### config.mk
export PLATFORM = sky130hd
export DESIGN_NAME = mux8_sweep_ctrl
export DESIGN_NICKNAME = d
export VERILOG_FILES = /design/src/rtl/mux8_sweep_ctrl.sv
export SDC_FILE = /design/constraint.sdc
export NUM_CORES = 1
export LEC_CHECK = 0
export ABC_CLOCK_PERIOD_IN_PS = 1600
export BUFFER_PORTS_ARGS = -buffer_cell sky130_fd_sc_hd__buf_2
export CORE_AREA = 2 2 62 64
export CTS_CLUSTER_DIAMETER = 50
export CTS_CLUSTER_SIZE = 40
export DETAILED_ROUTE_END_ITERATION = 16
export DIE_AREA = 0 0 64 66
export GPL_ROUTABILITY_DRIVEN = 1
export PLACE_DENSITY = 0.78
export SETUP_SLACK_MARGIN = 0.4
export SYNTH_ARGS = -nofsm -noshare
export SYNTH_HDL_FRONTEND = slang
export SYNTH_SLANG_ARGS = --single-unit
### constraint.sdc
create_clock -name clk -period 1.6 [get_ports clk]
set_input_delay 0.16 -clock clk [delete_from_list [all_inputs] [get_ports clk]]
set_output_delay 0.16 -clock clk [all_outputs]
set_load 0.02 [all_outputs]
### src/rtl/mux8_sweep_ctrl.sv
// Self-test sequencer for mux8_impl: drives all eight {a,b,c} vectors, samples y, records mismatches.
// Optional MUX8_SWEEP_STOP_ON_ERR_EN: end the sweep at the first mismatching vector.
module mux8_sweep_ctrl #(
    parameter int unsigned SETTLE_CYCLES = 2
) (
    input  logic       clk,
    input  logic       reset_n,
    input  logic       start,
    input  logic [7:0] expected_tt,
    input  logic       y,
    output logic       a,
    output logic       b,
    output logic       c,
    output logic       busy,
    output logic       done,
    output logic       pass,
    output logic [7:0] err_mask,
    output logic [3:0] err_count
);

    typedef enum logic [1:0] {IDLE, SETTLE, SAMPLE, DONE} state_t;

    localparam logic [3:0] SETTLE_LOAD = 4'(SETTLE_CYCLES);

    state_t     state, state_nx;
    logic [2:0] idx, idx_nx;
    logic [3:0] cnt, cnt_nx;
    logic [7:0] tt, tt_nx;
    logic [7:0] mask_nx;
    logic [3:0] count_nx;
    logic       pass_nx;
    logic       mismatch;
    logic [2:0] abc_nx;
    logic       busy_nx;
    logic       done_nx;

    always_comb begin
        state_nx = state;
        idx_nx   = idx;
        cnt_nx   = cnt;
        tt_nx    = tt;
        mask_nx  = err_mask;
        count_nx = err_count;
        pass_nx  = pass;
        mismatch = (y != tt[idx]);

        case (state)
            IDLE: begin
                if (start) begin
                    tt_nx    = expected_tt;
                    mask_nx  = '0;
                    count_nx = '0;
                    pass_nx  = 1'b0;
                    idx_nx   = '0;
                    cnt_nx   = SETTLE_LOAD;
                    state_nx = SETTLE;
                end
            end
            SETTLE: begin
                cnt_nx = cnt - 4'd1;
                if (cnt <= 4'd1) state_nx = SAMPLE;
            end
            SAMPLE: begin
                if (mismatch) begin
                    mask_nx[idx] = 1'b1;
                    count_nx     = err_count + 4'd1;
                end
`ifdef MUX8_SWEEP_STOP_ON_ERR_EN
                if (idx == 3'd7 || mismatch) begin
`else
                if (idx == 3'd7) begin
`endif
                    state_nx = DONE;
                end else begin
                    idx_nx   = idx + 3'd1;
                    cnt_nx   = SETTLE_LOAD;
                    state_nx = SETTLE;
                end
            end
            DONE: state_nx = IDLE;
            default: state_nx = IDLE;
        endcase

        // Outputs are registered, so they are derived from the next-state values.
        if (state_nx == DONE) pass_nx = (mask_nx == '0);
        abc_nx  = (state_nx == IDLE) ? '0 : idx_nx;
        busy_nx = (state_nx != IDLE);
        done_nx = (state_nx == DONE);
    end

    always_ff @(posedge clk) begin
        if (!reset_n) begin
            state     <= IDLE;
            idx       <= '0;
            cnt       <= '0;
            tt        <= '0;
            err_mask  <= '0;
            err_count <= '0;
            pass      <= 1'b0;
            {a, b, c} <= '0;
            busy      <= 1'b0;
            done      <= 1'b0;
        end else begin
            state     <= state_nx;
            idx       <= idx_nx;
            cnt       <= cnt_nx;
            tt        <= tt_nx;
            err_mask  <= mask_nx;
            err_count <= count_nx;
            pass      <= pass_nx;
            {a, b, c} <= abc_nx;
            busy      <= busy_nx;
            done      <= done_nx;
        end
    end

endmodule

==> results.md <==
- WL/cell: 15.0 um
- Adder-cell share of the synthesized area: 0.0301
- Compound-Gate Fraction of Synth Area: 0.182
- VDD IR-drop max: 0.000561 V
- Max_slew headroom: 0.803
- Critical-path cell list: mux2i_2 -> mux4_2 -> mux2i_2 -> buf_12 -> mux2i_1
- H-tree lvl count: 2
- Syn_area_per_cell: 9.28 sq um
- Simple-gate share of the synthesized area: 0.221
- Placer Congestion: 0.806
- Synth Net Count: around 200
- Hold_buf cts: 0
- R2R Setup Slk: -100 ps
- Routed WL: 4180 um
- CP max stage delay: between 400 and 500 ps
- Final setup fails: 13
- Layout cells sized above 1: 0.448
- Share of the synthesized area in the top cell type: 0.422
- First-pass GRT wire length: about 6800 um
- Placed wire-length estimate: about 2800 um
- Slew Viols, Final: 0
- Initial antenna violation count: 0
- CP dominant cell by count: mux2i_2
- Minimum clock period: 1700 ps
- Setup TNS: -992 ps
- Max-cap viol count: 0
- Status: finished with violations
- 1st-pass router iterations: 4
- Synth area leaders: dfxtp_1 42%, mux2i_1 6.6%, nand2_1 6.6%
- Cell Area, Synth: 1660 sq um
- Yosys reg bits: 35
- RSZ-0062 raised after global routing: true
- Clock transition at the registers of the reported paths: 110 ps
- CP Capture Type: flop
- Nets: 245
- Hold Path Depth: 3
- CP top delay family: multiplexers
- R2r startpoint: idx[0]$_SDFF_PN0_
- Die X: 64 um
- Worst Path Max Fanout: 11
- Synth unique cells: 41
- Vias in the first global route: 1512
- Hold endpoint: tt[7]$_SDFFE_PN0P_
- CTS tree: built
- Crit start category: flop
- Hold Path Origin: expected_tt[7]
- Leak: between 0.0009 and 0.001 uW
- Actual slew at the worst max-slew pin: 293 ps
- Peak Freq: 587 MHz
- Failing checks: negative setup slack
- CP bufs+invs: 1
- Antenna-violating nets left: 0
- Post-synth EDFFs: 0
- N_diodes: 0
- Fin Clk Skew: slightly below 8 ps
- Synth Flop Type: dfxtp_1
- Starting density of the core: 0.468
- Detailed Route Iter0 Violations: 73
- Largest net degree at the start of global routing: 20
- Final Hold Viols: 0
- RR Endpoint: err_count[1]$_SDFFE_PN0P_
- Die H: 66 um
- Dpl cell area: 1990 sq um
- Latest clock arrival within the worst-skew pair: 340 ps
- Largest family of logic cells by synthesized area: simple AND/OR/NAND/NOR gates
- CTS Buf Count: 5
- Area growth syn-to-layout: 38.6%
- Port Buf Inserts: 29
- Yosys top cell by area: dfxtp_1
- Ys Warns: 0
- Post-Place Worst Slack: -116 ps
- Worst path slowest cell: mux4_2
- Sequential area share after synthesis: 0.422
- Core ar.: between 3000 and 4000 sq um
- Hold Path Class: in -> reg
- Grt ovf: 0
- Worst R2R Path Depth: 5
- Avg Vias per Cell: 5.44
- XOR/XNOR share of the synthesized area: 0.0158
- Power Dens Cells: ~900 nW/um^2
- Critical path type: reg -> reg
- Rows: 22
- Residual DRC: 0
- Die area: 4220 sq um
- Critical Path RT: between 1500 and 2000 ps
- Async SR Flop Fraction: 0
- Design Area, Final: 2300 sq um
- Global-route usage over all layers: 0.213
- WP data arrival: 1970 ps
- Tcrit/Tclk final: 1.06
- Minimum hold slack: 59.3 ps
- Max clock buf depth: 2
- Gate Count Post-Synth: about 180
- DR vias: 1511
- Mux contribution to synthesized area: 0.0881
- Setup ws final: -103 ps
- I/O pins: 30
- Root buf cell: clkbuf_4
- Clk sinks: 35
[synthesized netlist by cell type (2+ instances only)]
cell and instances:
clkbuf_1 9, nand2b_1 6, nor3b_1 2, inv_1 3, xor2_1 2, buf_6 2, nand2_1 29, nand3_1 7
ha_1 4, a32o_1 7, nor2_1 4, dfxtp_1 35, and2_1 2, and3_1 4, o211a_1 2, mux2i_1 11
a21oi_1 2, nor3_1 2, nor2b_1 8, a22oi_1 3, o211ai_1 2, a21boi_0 13, o21ai_0 2
[stage by stage]
step	total power (uW)	util	cells
3_3_place_gp	1280	0.560	263
3_5_place_dp	1290	0.560	263
6_report	2060	0.649	278
5_1_grt	2160	0.649	278
2_1_floorplan	1190	-	179
4_1_cts	2000	0.617	274
[cells in the final DEF (no fill, tap or decap), types with 2 or more instances in the layout]
cell and n:
dfxtp_1 30, buf_2 29, nand2_1 21, buf_4 19, mux2i_1 9, nand3_1 7, a32o_1 7, nand2b_1 6
nor2b_1 6, a21boi_1 6, nand2_4 5, a21boi_2 5, clkbuf_4 5, buf_6 4, inv_1 3, mux2i_2 3
nand2_2 3, nor2_1 3, ha_1 3, dfxtp_4 3, and2_2 2, nor2b_4 2, a22oi_1 2, o211ai_1 2
xor2_1 2, o211a_1 2, a21boi_0 2, and3_4 2, and3_1 2, dfxtp_2 2, buf_12 2
[worst min-delay path, cell delays in order]
cell	delay [ps]
buf_2	90
nand2_1	40
a21boi_1	50
[logic make-up (layout without fill, tap and decap cells)]
logic type | after synthesis | count (layout)
flops | 35 | 35
xor+xnor | 3 | 3
mux | 13 | 13
compound gates | 38 | 38
buf+inv | 14 | 65
simple gates | 72 | 72
fa+ha+maj | 4 | 4
[worst max-delay path by stage]
stage,cells past startpoint,startpoint,to
floorplan,6,idx[0]$_SDFF_PN0_,err_mask[2]$_SDFF_PN0_
global placement,5,idx[0]$_SDFF_PN0_,err_mask[1]$_SDFF_PN0_
detailed placement,5,idx[0]$_SDFF_PN0_,err_mask[1]$_SDFF_PN0_
CTS,5,idx[0]$_SDFF_PN0_,err_count[1]$_SDFFE_PN0P_
global route,5,idx[0]$_SDFF_PN0_,err_count[0]$_SDFFE_PN0P_
finish,5,idx[0]$_SDFF_PN0_,err_count[1]$_SDFFE_PN0P_
[layout make-up]
| type | instances | area, sq um |
|---|---|---|
| Inverter | 3 | 11.3 |
| Sequential cell | 35 | 714 |
| Timing Repair Buffer | 54 | 373 |
| Multi-Input combinational cell | 130 | 1060 |
| Tap cell | 48 | 60.1 |
| Fill cell | 275 | 1250 |
| Clock inverter | 2 | 35.0 |
| Clock buffer | 6 | 51.3 |
[metal layers]
layer / track usage / routed length, um / up-vias
li1: - / - / 738
met1: 0.222 / 1650 / 715
met2: 0.397 / 2220 / 46
met3: 0.0579 / 201 / 12
met4: 0.0924 / 112 / 0
met5: 0 / 0 / -
[sequential cells by signal (all words and copies together), names as in the netlist]
name / flops
err_mask: 8
tt: 8
cnt: 4
err_count: 4
idx: 3
state: 2
a: 1
b: 1
busy: 1
c: 1
done: 1
pass: 1
[report_power, final]
group,internal (uW),switching [uW],leakage (uW)
Combinational,222,218,0.000655
Sequential,917,44.1,0.000287
Clock,369,292,0.0000482
Total,1510,554,0.000991
[what timing repair did]
action                     in CTS  in global routing
resized for setup              38                 22
buffers inserted                3                  4
pin swaps                      16                  8
setup endpoints to repair      35                 34
(Power assumes the default switching activity.)
